<file path="src/rtl/sum_divider18.sv">
// sum_divider18: sequential restoring divider that maps a signed adder-tree
// sum onto the signed operand range of the neuron datapath.
// It produces one quotient bit per cycle, saturates the quotient, and gives
// the remainder the sign of the dividend. Both sides use valid/ready handshakes.
// Optional feature macro: SUM_DIVIDER_ROUND_EN (round half away from zero).
module sum_divider18 #(
    parameter int DW = 18,
    parameter int VW = 9,
    parameter int QW = 17
) (
    input  logic          clk,
    input  logic          rst_n,
    input  logic          in_valid,
    output logic          in_ready,
    input  logic [DW-1:0] dividend,
    input  logic [VW-1:0] divisor,
    output logic          out_valid,
    input  logic          out_ready,
    output logic [QW-1:0] quotient,
    output logic [DW-1:0] remainder,
    output logic          ovf,
    output logic          div_zero
);

    localparam int CW = $clog2(DW + 1);
    localparam int XW = DW + 2;
    localparam logic signed [XW-1:0] QMAX = XW'((2 ** (QW - 1)) - 1);
    localparam logic signed [XW-1:0] QMIN = XW'(-(2 ** (QW - 1)));

    typedef enum logic [1:0] {
        IDLE,
        CALC,
        DONE
    } state_t;

    state_t r_state;
    state_t w_next;

    logic [CW-1:0] r_cnt;
    logic [DW-1:0] r_mag;
    logic [DW-1:0] r_rem;
    logic [DW-1:0] r_quo;
    logic [VW-1:0] r_div;
    logic          r_neg;
    logic          r_dz;
    logic [QW-1:0] r_q;
    logic [DW-1:0] r_r;
    logic          r_ovf;
    logic          r_dzo;

    logic                 w_accept;
    logic                 w_last;
    logic [DW-1:0]        w_abs;
    logic [DW-1:0]        w_div_x;
    logic [DW-1:0]        w_rem_sh;
    logic                 w_ge;
    logic [DW-1:0]        w_rem_nx;
    logic                 w_round_up;
    logic signed [XW-1:0] w_qmag;
    logic signed [XW-1:0] w_qs;
    logic [DW-1:0]        w_rmag;
    logic [DW-1:0]        w_rs;
    logic [DW-1:0]        w_mag_sgn;

    assign w_accept = in_valid && (r_state == IDLE);
    assign w_last   = (r_cnt == CW'(DW));

    // |dividend| fits in DW unsigned bits, including the most negative value
    assign w_abs   = dividend[DW-1] ? (~dividend + DW'(1)) : dividend;
    assign w_div_x = {{(DW - VW){1'b0}}, r_div};

    // The partial remainder is always below the divisor, so dropping its
    // top bit before the shift never loses information.
    assign w_rem_sh = {r_rem[DW-2:0], r_mag[DW-1]};
    assign w_ge     = (w_rem_sh >= w_div_x);
    assign w_rem_nx = w_ge ? (w_rem_sh - w_div_x) : w_rem_sh;

`ifdef SUM_DIVIDER_ROUND_EN
    assign w_round_up = ({r_rem, 1'b0} >= {1'b0, w_div_x});
`else
    assign w_round_up = 1'b0;
`endif

    assign w_qmag    = {2'b00, r_quo} + XW'(w_round_up);
    assign w_qs      = r_neg ? -w_qmag : w_qmag;
    assign w_rmag    = r_rem - (w_round_up ? w_div_x : '0);
    assign w_rs      = r_neg ? (~w_rmag + DW'(1)) : w_rmag;
    assign w_mag_sgn = r_neg ? (~r_mag + DW'(1)) : r_mag;

    assign in_ready  = (r_state == IDLE);
    assign out_valid = (r_state == DONE);
    assign quotient  = r_q;
    assign remainder = r_r;
    assign ovf       = r_ovf;
    assign div_zero  = r_dzo;

    // State register
    always_ff @(posedge clk or negedge rst_n) begin
        if (!rst_n) r_state <= IDLE;
        else        r_state <= w_next;
    end

    // Next-state logic
    always_comb begin
        w_next = r_state;
        case (r_state)
            IDLE:    if (in_valid) w_next = CALC;
            CALC:    if (w_last) w_next = DONE;
            DONE:    if (out_ready) w_next = IDLE;
            default: w_next = IDLE;
        endcase
    end

    // Operand capture, one restoring step per CALC cycle, and result finalisation
    always_ff @(posedge clk or negedge rst_n) begin
        if (!rst_n) begin
            r_cnt <= '0;
            r_mag <= '0;
            r_rem <= '0;
            r_quo <= '0;
            r_div <= '0;
            r_neg <= 1'b0;
            r_dz  <= 1'b0;
            r_q   <= '0;
            r_r   <= '0;
            r_ovf <= 1'b0;
            r_dzo <= 1'b0;
        end else if (w_accept) begin
            r_mag <= w_abs;
            r_neg <= dividend[DW-1];
            r_div <= divisor;
            r_dz  <= (divisor == '0);
            r_rem <= '0;
            r_quo <= '0;
            // A zero divisor preloads the counter to skip the iterations, so it
            // still spends one cycle in CALC and the result appears one edge
            // after acceptance.
            r_cnt <= (divisor == '0) ? CW'(DW) : '0;
        end else if (r_state == CALC) begin
            if (!w_last) begin
                r_rem <= w_rem_nx;
                r_quo <= {r_quo[DW-2:0], w_ge};
                r_mag <= {r_mag[DW-2:0], 1'b0};
                r_cnt <= r_cnt + CW'(1);
            end else if (r_dz) begin
                r_q   <= r_neg ? QMIN[QW-1:0] : QMAX[QW-1:0];
                r_r   <= w_mag_sgn;
                r_ovf <= 1'b1;
                r_dzo <= 1'b1;
            end else begin
                if (w_qs > QMAX) begin
                    r_q   <= QMAX[QW-1:0];
                    r_ovf <= 1'b1;
                end else if (w_qs < QMIN) begin
                    r_q   <= QMIN[QW-1:0];
                    r_ovf <= 1'b1;
                end else begin
                    r_q   <= w_qs[QW-1:0];
                    r_ovf <= 1'b0;
                end
                r_r   <= w_rs;
                r_dzo <= 1'b0;
            end
        end
    end

endmodule

</file>
<file path="config.mk">
export PLATFORM = sky130hd
export DESIGN_NAME = sum_divider18
export DESIGN_NICKNAME = d
export VERILOG_FILES = /design/src/rtl/sum_divider18.sv
export SDC_FILE = /design/constraint.sdc
export NUM_CORES = 1
export LEC_CHECK = 0
export ABC_AREA = 1
export CAP_MARGIN = 20
export CORE_MARGIN = 2
export CORE_UTILIZATION = 63
export CTS_CLUSTER_SIZE = 24
export DETAILED_ROUTE_END_ITERATION = 16
export PLACE_DENSITY = 0.94
export SLEW_MARGIN = 10
export SYNTH_ARGS = -nofsm -noshare
export SYNTH_HDL_FRONTEND = slang
export SYNTH_SLANG_ARGS = --single-unit
export TNS_END_PERCENT = 20
</file>
<file path="constraint.sdc">
create_clock -name clk -period 4.4 [get_ports clk]
set_clock_uncertainty 0.15 [all_clocks]
set_input_delay 0.66 -clock clk [delete_from_list [all_inputs] [get_ports clk]]
set_output_delay 0.66 -clock clk [all_outputs]
set_load 0.01 [all_outputs]
</file>
Yosys cells after proc, flatten, opt, wreduce, memory -nomap -nowiden
Cells that the tools add are included.
{"block": "classes", "n_lt_le_gt_ge": 3, "n_eq_ne": 7, "n_bitwise": 4, "addsub": 6, "mux": 31, "n_reduce_logical": 7}
{"op": "18-bit 2-to-1 mux", "n": 14}
{"op": "17-bit 2-to-1 mux", "n": 4}
{"op": "18-bit by 1-bit adder with 18-bit output, second input constant", "n": 3}
{"op": "18-bit inverter", "n": 3}
{"op": "20-bit by 17-bit greater-than comparator with 1-bit output, second input constant", "n": 1}
{"op": "20-bit by 17-bit < comparator with 1-bit output, second input constant", "n": 1}
{"op": "20-bit 2-to-1 mux", "n": 1}
{"op": "5-bit 2-to-1 mux", "n": 4}
{"op": "18-bit negator with 20-bit output", "n": 1}
{"op": "18-bit by 9-bit greater-or-equal comparator with 1-bit output", "n": 1}
{"op": "18-bit by 9-bit subtractor with 18-bit output", "n": 1}
{"op": "9-bit zero test", "n": 1}
{"op": "2-bit 2-to-1 mux", "n": 3}
{"op": "2-bit inequality test, second input constant", "n": 3}
{"op": "2-bit case mux with 3 select lines", "n": 1}
{"op": "3-bit AND reduction", "n": 2}
{"op": "5-bit by 1-bit adder with 5-bit output, second input constant", "n": 1}
{"op": "5-bit equality test, second input constant", "n": 1}
{"op": "1-bit 2-to-1 mux", "n": 4}
{"op": "2-bit by 1-bit equality test with 1-bit output, second input constant", "n": 1}
{"op": "2-bit equality test, second input constant", "n": 1}
{"op": "2-bit zero test", "n": 1}
{"op": "2-bit by 1-bit inequality test with 1-bit output, second input constant", "n": 1}
{"op": "2-bit AND reduction", "n": 1}
{"op": "3 further kinds", "n": 3}
{"block": "word_totals", "elab_cells": 70, "ff_bits": 109}

Longest topological paths before layout
Gate-level depths: netlist of the first run.
{"block": "depth", "depth_word": 6, "ltp_mapped": 16, "depth_no_buf": 15}

Worst setup path before layout of the first run
No wires, ideal clock.
{"block": "synth_timing", "path_kind": "flip-flop to flip-flop", "from": "register r_mag[17]", "to": "register r_rem[4]", "arrival_ns": 1.937, "path_stages_with_launch": 14, "t_required_ns": 4.123, "period_less_slack_ns": 2.214, "setup_slack_ns": 2.186, "n_path_buf": 1, "cell_sequence": "dfrtp_1 -> inv_1 -> ha_1 -> inv_1 -> fa_1 -> nand2_1 -> nand2_1 -> inv_1 -> o21ai_2 -> nand2_1 -> nand3b_1 -> buf_4 -> o211ai_1 -> o21ai_1"}
{"block": "synth_via", "elab_chain_cells": 5, "elab_cells_between_ends": 6, "cone_classes": "add/sub (1); order compare (1); mux (4)"}
{"element": "start: declaration", "line": "40", "text": "logic [DW-1:0] r_mag;"}
{"element": "start signal: assignment", "line": "129", "text": "r_mag <= w_abs;"}
{"element": "start signal: assignment", "line": "143", "text": "r_mag <= {r_mag[DW-2:0], 1'b0};"}
{"element": "18-bit by 9-bit subtractor with 18-bit output or 18-bit by 9-bit greater-or-equal comparator with 1-bit output (tied branches)", "line": "76, 75"}
{"element": "18-bit 2-to-1 mux (*)", "line": "76", "text": "assign w_rem_nx = w_ge ? (w_rem_sh - w_div_x) : w_rem_sh;"}
{"element": "18-bit 2-to-1 mux (*)", "line": "140", "text": "if (!w_last) begin"}
{"element": "18-bit 2-to-1 mux (*)", "line": "139", "text": "end else if (r_state == CALC) begin"}
{"element": "18-bit 2-to-1 mux (*)", "line": "128", "text": "end else if (w_accept) begin"}
{"element": "end signal: assignment", "line": "141", "text": "r_rem <= w_rem_nx;"}
{"element": "end: declaration", "line": "41", "text": "logic [DW-1:0] r_rem;"}
Mark *: on every way between the ends. The rest lies on a longest branch, timed or not. The select of a mux whose other input is x is not followed.
A chain may end at the register's enable or synchronous reset.

Worst setup path in the final report of the first run
Same ends and word-level chain as after synthesis.

==> flow_metrics.env, run 1 <==
export IMPL_status="finished, final reports clean"
export IMPL_ctsResizeCount=0
export IMPL_grt_overflow_total=0
export IMPL_synthTopCellsByCount="nand2_1, dfrtp_1, inv_1"
export IMPL_async_reset_ff_frac=1.00
export IMPL_synth_flop_cell="dfrtp_1"
export IMPL_grt_antenna_before_repair=0
export IMPL_numCtsBuffers=9
export IMPL_pin_count=70
export IMPL_synth_cells=1002
export IMPL_drive_gt1_frac=0.0836
export IMPL_routed_wl_met3_um=1200
export IMPL_fmax_ghz=0.325
export IMPL_clk_latency_ns=0.36
export IMPL_dp_cells=1180
export IMPL_synth_most_common_cell="nand2_1"
export IMPL_synth_area_top_cells="dfrtp_1, nand2_1, o21ai_0, inv_1, nor2_1"
export IMPL_nets=1096
export IMPL_synth_area_um2=7240
export IMPL_path_cells="inv_1 -> ha_1 -> inv_1 -> fa_1 -> nand2_1 -> nand2_1 -> inv_1 -> o21ai_2 -> nand2_1 -> nand3b_1 -> o211ai_1 -> o21ai_1"
export IMPL_final_period_utilization=0.700
export IMPL_dr_max_layer_used="met4"
export IMPL_setup_tns_ns=0
export IMPL_drc=0
export IMPL_synth_top_area_frac=0.377
export IMPL_synth_largest_area_cell="dfrtp_1"
export IMPL_critPathCaptureType="register"
export IMPL_cpMaxStageDelayCell="nand3b_1"
export IMPL_yosys_area_share_simple=0.292
export IMPL_seq_area_um2=2730
export IMPL_synthMuxAreaShare=0
export IMPL_cts_root_buf="clkbuf_16"
export IMPL_port_buffers=69
export IMPL_power_leakage_uw=0.00392
export IMPL_multi_input_area_um2=3860
export IMPL_syn_mean_instance_area_um2=7.22
export IMPL_synth_xor_area_frac=0.0411
export IMPL_drtPass1Iterations=5
export IMPL_vias=6972
export IMPL_core_um2=11300
export IMPL_maxCapViolCount=0
export IMPL_period_needed_ns=3.08
export IMPL_die_h_um=111
export IMPL_viasPerCell=5.83
export IMPL_hpwl_um=13000
export IMPL_rsz0062_at_grt="no"
export IMPL_ir_drop_v=0.000805
export IMPL_startpoint_type="register"
export IMPL_pre_cts_ws_ns=1.36
export IMPL_finalHoldViolCount=0
export IMPL_cts_htree_levels=3
export IMPL_critPathRequiredTime_ns=4.49
export IMPL_drt_met1_wl_um=7540
export IMPL_die_area_um2=12400
export IMPL_cts_hold_buffers=0
export IMPL_n_fill_cell=875
export IMPL_wl_met2_um=9230
export IMPL_slowest_delay_ns=0.59
export IMPL_worst_slew_pin_slew_ns=0.865
export IMPL_hp_class="primary input to async pin"
export IMPL_worstPathArrival_ns=3.17
export IMPL_cts_buffer_depth=2
export IMPL_worst_path_max_fanout=21
export IMPL_clk_pin_slew_ns=0.07
export IMPL_setup_viol=0
export IMPL_setup_worst_path_class="register to register"
export IMPL_post_route_util=0.731
export IMPL_cts_sinks=109
export IMPL_syn_to_final_growth_pct=14.3
export IMPL_relSlewSlack=0.423
export IMPL_synth_seq_cells=109
export IMPL_synthesis_nets=1049
export IMPL_gp_congestion=0.971
export IMPL_wl_um=18600
export IMPL_synth_adder_area_share=0.0287
export IMPL_drtAntennaViolNets=0
export IMPL_num_antenna_cells=0
export IMPL_yosysWarnings=0
export IMPL_fp_dieW_um=111
export IMPL_grt_max_degree=84
export IMPL_synth_top_family_by_area="simple AND/OR/NAND/NOR gates"
export IMPL_rows=39
export IMPL_stdcell_count=1196
export IMPL_slew_viol_final=0
export IMPL_powerDensity_nw_per_um2=873
export IMPL_ys_seq_area_frac=0.377
export IMPL_start_util=0.639
export IMPL_wire_per_inst_um=15.6
export IMPL_cts_tree="yes"
export IMPL_track_usage=0.313
export IMPL_drtIter0Drc=704
export IMPL_r2r_cells=12
export IMPL_ys_types=50
export IMPL_first_global_vias=6735
export IMPL_synth_compound_area_share=0.172
export IMPL_finalWorstSetupSlack_ns=1.32
export IMPL_postCtsSetupRepairBufs=0
export IMPL_grt_pass1_wl_um=31600
export IMPL_synth_edf_count=0
-- registers in the layout (all words and copies together), names as in the netlist --
register,cells
r_dz,1
r_div,9
r_neg,1
quotient,17
r_state,2
r_mag,18
remainder,18
div_zero,1
r_rem,18
ovf,1
r_cnt,5
r_quo,18
-- path summary, 6_finish.rpt --
kind	from	endpoint	slack, ns
worst max-delay path	r_mag[17]$_DFFE_PN0P_	r_rem[4]$_DFFE_PN0P_	1.32
worst min-delay path	rst_n	quotient[10]$_DFFE_PN0P_	0.13
worst max register to register	r_mag[17]$_DFFE_PN0P_	r_rem[4]$_DFFE_PN0P_	1.32
worst min register to register	quotient[5]$_DFFE_PN0P_	quotient[5]$_DFFE_PN0P_	0.33
max in group asynchronous	rst_n	r_mag[1]$_DFFE_PN0P_	3.21
min in group clk	quotient[5]$_DFFE_PN0P_	quotient[5]$_DFFE_PN0P_	0.33
-- worst max-delay path, delay by kind of cell, from the launching register on --
| family | cells | cell delay [ns] |
|---|---|---|
| buffers and inverters | 3 | 0.32 |
| AO/OA/AOI/OAI | 3 | 0.58 |
| adder cells (fa/ha/maj) | 2 | 0.66 |
| AND/OR/NAND/NOR | 4 | 0.85 |
| flip-flops | 1 | 0.38 |
-- logic make-up (layout without fill, tap and decap cells) --
group,count (synthesis),after routing
compound gates,222,222
xor+xnor,34,34
fa+ha+maj,16,16
buf+inv,150,201
flops,109,109
simple gates,471,471
-- area by class of cell --
cell class              instances  area share
multi-input cells             743       0.467
clock buffers                   9      0.0272
flip-flops and latches        109       0.330
inverters                     110      0.0499
clock inverters                 6      0.0135
repair buffers                 76      0.0910
well taps                     143      0.0216
-- metal layers --
metal  track usage  vias up
li1              -     3383
met1         0.388     3219
met2         0.527      313
met3        0.0667       57
met4         0.137        0
met5             0        -
-- power breakdown --
part / internal [uW] / switching [uW] / total (uW)
Combinational: 1620 / 2800 / 4420
Clock: 554 / 376 / 930
Sequential: 1480 / 396 / 1870
-- layout by cell type (no fill, tap or decap), types with 9 or more instances in the layout --
cell type,instances
clkdlybuf4s50_1,68
nand4_1,17
nor2_1,87
nand2_1,251
xor2_1,29
ha_1,15
nand2_2,23
nor3_1,14
dfrtp_1,109
a21oi_1,53
o21ai_1,21
o22ai_1,24
inv_2,11
nand3_1,47
o21ai_0,88
clkbuf_16,9
inv_1,98
-- through the flow --
| step | total power [uW] | instance area [um^2] | hold slack, ns |
|---|---|---|---|
| after floorplan | 5070 | 7240 | 0.214 |
| after CTS | 7140 | 8250 | 0.333 |
| after global routing | 7820 | 8270 | 0.159 |
| final | 7220 | 8270 | 0.133 |
| after global placement | 6030 | 7920 | 0.311 |
| after detailed placement | 6170 | 7920 | 0.314 |
Note: power is estimated with default switching activity, not from simulation.
==> run 2, diff against run 1 <==
- CORE_UTILIZATION: 63 -> 53
- PLACE_DENSITY: 0.94 -> 0.85
- clock period: 4.4 -> 2.7 ns (I/O delays scaled with it)
==> run 2 against run 1 <==
- count of clock-buffer cells in the layout unchanged
- via count up 0.90%
- sequential cell count unchanged
- die area up 18%
- combinational power up 66%
- largest power group unchanged
- first-iteration DRC count down 17%
- critical path type unchanged
- critical path depth up 2
- worst hold slack better by 0.18 ns
- register-to-register slack worse by 1.1 ns
- maximum frequency up 24%
==> flow_metrics.env, run 2 (synthesis results as in run 1) <==
export IMPL_status="finished, final reports clean"
export IMPL_relSlewSlack=0.506
export IMPL_hp_class="primary input to async pin"
export IMPL_num_antenna_cells=0
export IMPL_cts_htree_levels=3
export IMPL_nets=1112
export IMPL_drc=0
export IMPL_numCtsBuffers=9
export IMPL_mostFrequentLayoutCells="nand2_1, dfrtp_1, inv_1"
export IMPL_maxCapViolCount=0
export IMPL_grt_pass1_wl_um=31400
export IMPL_grt_max_degree=54
export IMPL_startpoint_type="register"
export IMPL_finalHoldViolCount=0
export IMPL_drtAntennaViolNets=0
export IMPL_wire_per_inst_um=15.1
export IMPL_drtIter0Drc=583
export IMPL_intPower_uw=6080
export IMPL_critPathCaptureType="register"
export IMPL_drtPass1Iterations=6
export IMPL_first_global_vias=6646
export IMPL_die_area_um2=14600
export IMPL_critPathRequiredTime_ns=2.78
export IMPL_multi_input_area_um2=3870
export IMPL_cts_tree="yes"
export IMPL_powerDensity_nw_per_um2=1410
export IMPL_p_comb_frac=0.616
export IMPL_p_clk_frac=0.127
export IMPL_syn_to_final_growth_pct=16.7
export IMPL_port_buffers=69
export IMPL_p_switching_uw=5810
export IMPL_n_fill_cell=1146
export IMPL_final_period_utilization=0.923
export IMPL_final_common_cell="nand2_1"
export IMPL_grt_overflow_total=0
export IMPL_hpwl_um=13700
export IMPL_rsz0062_at_grt="no"
export IMPL_die_h_um=121
export IMPL_setup_tns_ns=0
export IMPL_gp_congestion=0.931
export IMPL_setup_viol=0
export IMPL_fmax_ghz=0.401
export IMPL_grt_antenna_before_repair=0
export IMPL_drive_gt1_frac=0.0956
export IMPL_vias=7035
export IMPL_clk_latency_ns=0.35
export IMPL_fp_dieW_um=121
export IMPL_clk_pin_slew_ns=0.07
export IMPL_pwr_share_seq=0.257
export IMPL_dpl_instance_area_um2=8100
export IMPL_viasPerCell=5.66
export IMPL_rows=42
export IMPL_cts_root_buf="clkbuf_16"
export IMPL_pin_count=70
export IMPL_setup_worst_path_class="register to register"
export IMPL_worst_path_max_fanout=8
export IMPL_design_area_um2=8440
export IMPL_wl_um=18800
export IMPL_slew_viol_final=0
export IMPL_seq_area_um2=2730
export IMPL_period_needed_ns=2.49
export IMPL_power_leakage_uw=0.00400
export IMPL_track_usage=0.266
export IMPL_ir_drop_v=0.00120
export IMPL_worst_slew_pin_slew_ns=0.740
export IMPL_start_util=0.544
export IMPL_cts_sinks=109
export IMPL_sw_frac_of_total=0.489
export IMPL_cts_buffer_depth=2
export IMPL_core_um2=13300
export IMPL_worstPathArrival_ns=2.57
-- run 2: stage by stage --
step	util	hold slack [ns]	total power [uW]	worst slack, ns	std cells
2_1_floorplan	-	-0.0406	8250	0.486	1002
3_3_place_gp	0.609	0.166	10000	0.326	1228
3_5_place_dp	0.609	0.165	10200	0.164	1228
4_1_cts	0.634	0.330	11800	0.140	1242
5_1_grt	0.635	0.343	12900	0.00652	1243
6_report	0.635	0.317	11900	0.207	1243
-- run 2: area by class of cell --
type,count,share of cell area
Tap cell,176,0.0261
Multi-Input combinational cell,743,0.458
Clock inverter,4,0.0117
Clock buffer,9,0.0267
Sequential cell,109,0.323
Timing Repair Buffer,92,0.105
Inverter,110,0.0489
-- run 2: routing by layer --
metal  global-route usage  vias to the layer above  routed length, um
met5                    0                        -                  0
li1                     -                     3413                  -
met2                0.438                      278               9080
met3               0.0456                       49               1090
met1                0.343                     3295               7960
met4                0.118                        0                634
-- run 2: worst max-delay path, stage by stage, from the launching register on --
cell and delay, ns:
dfrtp_1 0.38, inv_1 0.12, ha_2 0.23, inv_1 0.06, fa_1 0.40, nand2_1 0.08, nand2_1 0.07, inv_1 0.10
o21ai_2 0.07, nand2_1 0.10, nand2_1 0.11, nor2_4 0.23, a21oi_1 0.09, o21ai_0 0.08, o21ai_0 0.11
-- run 2: power by group through the flow --
stage / clock network, uW / logic (uW) / registers, uW
final: 1510 / 7330 / 3060
after global routing: 1580 / 8160 / 3140
after CTS: 1510 / 7240 / 3040
after detailed placement: 0 / 7170 / 3060
after global placement: 0 / 7000 / 3040
after floorplan: 0 / 5240 / 3020
-- run 2: worst paths after layout --
kind / from / endpoint / slack, ns / depth (start not counted)
setup / recovery: r_mag[17]$_DFFE_PN0P_ / r_rem[1]$_DFFE_PN0P_ / 0.21 / 14
hold / removal: rst_n / quotient[12]$_DFFE_PN0P_ / 0.32 / 2
setup reg to reg: r_mag[17]$_DFFE_PN0P_ / r_rem[1]$_DFFE_PN0P_ / 0.21 / 14
hold reg to reg: quotient[6]$_DFFE_PN0P_ / quotient[6]$_DFFE_PN0P_ / 0.33 / 2
max in group asynchronous: rst_n / r_mag[4]$_DFFE_PN0P_ / 1.30 / 3
min in group clk: quotient[6]$_DFFE_PN0P_ / quotient[6]$_DFFE_PN0P_ / 0.33 / 2
-- run 2: what timing repair did --
| action | CTS | global route |
|---|---|---|
| setup buffers | 0 | 1 |
| setup endpoints to repair | 0 | 3 |
| endpoints found under the hold margin | 19 | 0 |
| hold buffers | 1 | 0 |
| resized for setup | 0 | 2 |
==> run 3, diff against run 2 <==
- CELL_PAD_IN_SITES_DETAIL_PLACEMENT: default -> 1
- CELL_PAD_IN_SITES_GLOBAL_PLACEMENT: default -> 2
- CORE_UTILIZATION: 53 -> 30
- PLACE_DENSITY: 0.85 -> 0.84
==> run 3 against run 2 <==
- register-to-register slack barely moved
- power rose by 3.0%
- routed wire length rose by 22%
- critical path depth fell by 1
- cell area rose by 3.3%
- worst hold slack improved by 0.011 ns
==> flow_metrics.env, run 3 (synthesis results as in run 1) <==
export IMPL_startpoint_type="register"
export IMPL_final_period_utilization=0.927
export IMPL_gp_congestion=0.860
export IMPL_setup_worst_path_class="register to register"
export IMPL_numCtsBuffers=9
export IMPL_syn_to_final_growth_pct=20.5
export IMPL_setup_tns_ns=0
export IMPL_track_usage=0.186
export IMPL_grt_overflow_total=0
export IMPL_clk_pin_slew_ns=0.09
export IMPL_finalHoldViolCount=0
export IMPL_worst_slew_pin_slew_ns=0.766
export IMPL_port_buffers=69
export IMPL_setup_viol=0
export IMPL_dpl_instance_area_um2=8370
export IMPL_grt_antenna_before_repair=0
export IMPL_cts_htree_levels=3
export IMPL_slowest_delay_ns=0.40
export IMPL_core_um2=23500
export IMPL_path_cells="inv_2 -> ha_2 -> inv_1 -> fa_1 -> nand2_1 -> nand2_1 -> inv_1 -> o21ai_2 -> nand2_2 -> nand3b_1 -> buf_4 -> o211ai_1 -> o21ai_1"
export IMPL_power_leakage_uw=0.00405
export IMPL_drtPass1Iterations=4
export IMPL_grtUsageMet1=0.245
export IMPL_status="finished, final reports clean"
export IMPL_cts_tree="yes"
export IMPL_die_area_um2=25400
export IMPL_drtIter0Drc=268
export IMPL_drive_gt1_frac=0.108
export IMPL_nets=1121
export IMPL_worstPathArrival_ns=2.60
export IMPL_grt_max_degree=46
export IMPL_met3_usage=0.0289
export IMPL_n_fill_cell=2979
export IMPL_hpwl_um=17700
export IMPL_use_met2=0.319
export IMPL_slew_viol_final=0
export IMPL_fmax_ghz=0.400
export IMPL_rows=56
export IMPL_p_clk_frac=0.119
export IMPL_powerDensity_nw_per_um2=1400
export IMPL_worst_path_max_fanout=4
export IMPL_rsz0062_at_grt="yes"
export IMPL_critPathCaptureType="register"
export IMPL_cts_buffer_depth=2
export IMPL_cts_root_buf="clkbuf_16"
export IMPL_pre_cts_ws_ns=0.143
export IMPL_mostFrequentLayoutCells="nand2_1, dfrtp_1, inv_1"
export IMPL_pin_count=70
export IMPL_num_antenna_cells=0
export IMPL_drc=0
export IMPL_cpMaxStageDelayCell="dfrtp_1"
export IMPL_intPower_uw=6110
export IMPL_drtAntennaViolNets=0
export IMPL_finalWorstSetupSlack_ns=0.197
export IMPL_ir_drop_v=0.000612
export IMPL_clk_latency_ns=0.37
export IMPL_period_needed_ns=2.50
export IMPL_vias=6892
export IMPL_final_common_cell="nand2_1"
export IMPL_relSlewSlack=0.489
export IMPL_grt_pass1_wl_um=38300
export IMPL_maxCapViolCount=0
export IMPL_grt_busiest_layer="met2"
export IMPL_wl_um=22900
export IMPL_viasPerCell=4.93
export IMPL_critPathRequiredTime_ns=2.80
export IMPL_fp_dieW_um=159
export IMPL_start_util=0.307
export IMPL_die_h_um=159
export IMPL_cts_sinks=109
export IMPL_design_area_um2=8720
export IMPL_hp_class="register to register"
export IMPL_p_comb_frac=0.630
export IMPL_pwr_share_seq=0.251
export IMPL_p_switching_uw=6140
export IMPL_post_route_util=0.370
export IMPL_sw_frac_of_total=0.501
export IMPL_first_global_vias=7207
export IMPL_wire_per_inst_um=16.4
[run 3: through the flow]
| step | instances | hold WS (ns) | total power (uW) |
|---|---|---|---|
| floorplan | 1002 | -0.0406 | 8250 |
| detailed placement | 1379 | 0.303 | 10800 |
| CTS | 1396 | 0.335 | 12300 |
| global placement | 1379 | 0.298 | 10600 |
| finish | 1398 | 0.328 | 12200 |
| global route | 1398 | 0.363 | 13400 |
[run 3: critical path: cells and delay by family, from the launching register on]
family,cells,cell delay (ns)
AO/OA/AOI/OAI,3,0.39
adder cells (fa/ha/maj),2,0.60
buffers and inverters,4,0.44
flip-flops,1,0.40
AND/OR/NAND/NOR,4,0.41
[run 3: layer usage]
| metal | share of wire | up-vias | routed length [um] |
|---|---|---|---|
| li1 | - | 3430 | - |
| met1 | 0.48 | 3338 | 10900 |
| met5 | 0 | - | 0 |
| met3 | 0.026 | 27 | 594 |
| met2 | 0.48 | 97 | 11000 |
| met4 | 0.020 | 0 | 454 |
[run 3: power by group through the flow]
stage               clock, uW  sequential, uW  combinational (uW)
global route             1550            3190                8700
global placement            0            3080                7550
detailed placement          0            3110                7710
CTS                      1490            3080                7760
floorplan                   0            3020                5240
finish                   1460            3070                7720
[run 3: worst paths after layout]
| path | cells past startpoint | end | startpoint | slack [ns] |
|---|---|---|---|---|
| min in group asynchronous | 2 | quotient[12]$_DFFE_PN0P_ | rst_n | 0.45 |
| setup reg to reg | 13 | r_rem[4]$_DFFE_PN0P_ | r_mag[17]$_DFFE_PN0P_ | 0.20 |
| setup / recovery | 13 | r_rem[4]$_DFFE_PN0P_ | r_mag[17]$_DFFE_PN0P_ | 0.20 |
| max in group asynchronous | 3 | r_mag[16]$_DFFE_PN0P_ | rst_n | 1.26 |
| hold reg to reg | 2 | quotient[4]$_DFFE_PN0P_ | quotient[4]$_DFFE_PN0P_ | 0.33 |
| hold / removal | 2 | quotient[4]$_DFFE_PN0P_ | quotient[4]$_DFFE_PN0P_ | 0.33 |
[run 3: what timing repair did]
item,CTS,global route
setup endpoints to repair,0,15
endpoints found under the hold margin,40,0
setup buffers,0,2
gates resized for setup,0,4
hold buffers,1,0
[run 3: layout make-up]
| type | instances | area, um^2 | area share |
|---|---|---|---|
| Inverter | 110 | 413 | 0.0473 |
| Clock inverter | 6 | 75.1 | 0.00861 |
| Multi-Input combinational cell | 743 | 3870 | 0.444 |
| Sequential cell | 109 | 2730 | 0.313 |
| Timing Repair Buffer | 101 | 993 | 0.114 |
| Tap cell | 319 | 399 | 0.0458 |
| Clock buffer | 10 | 239 | 0.0274 |
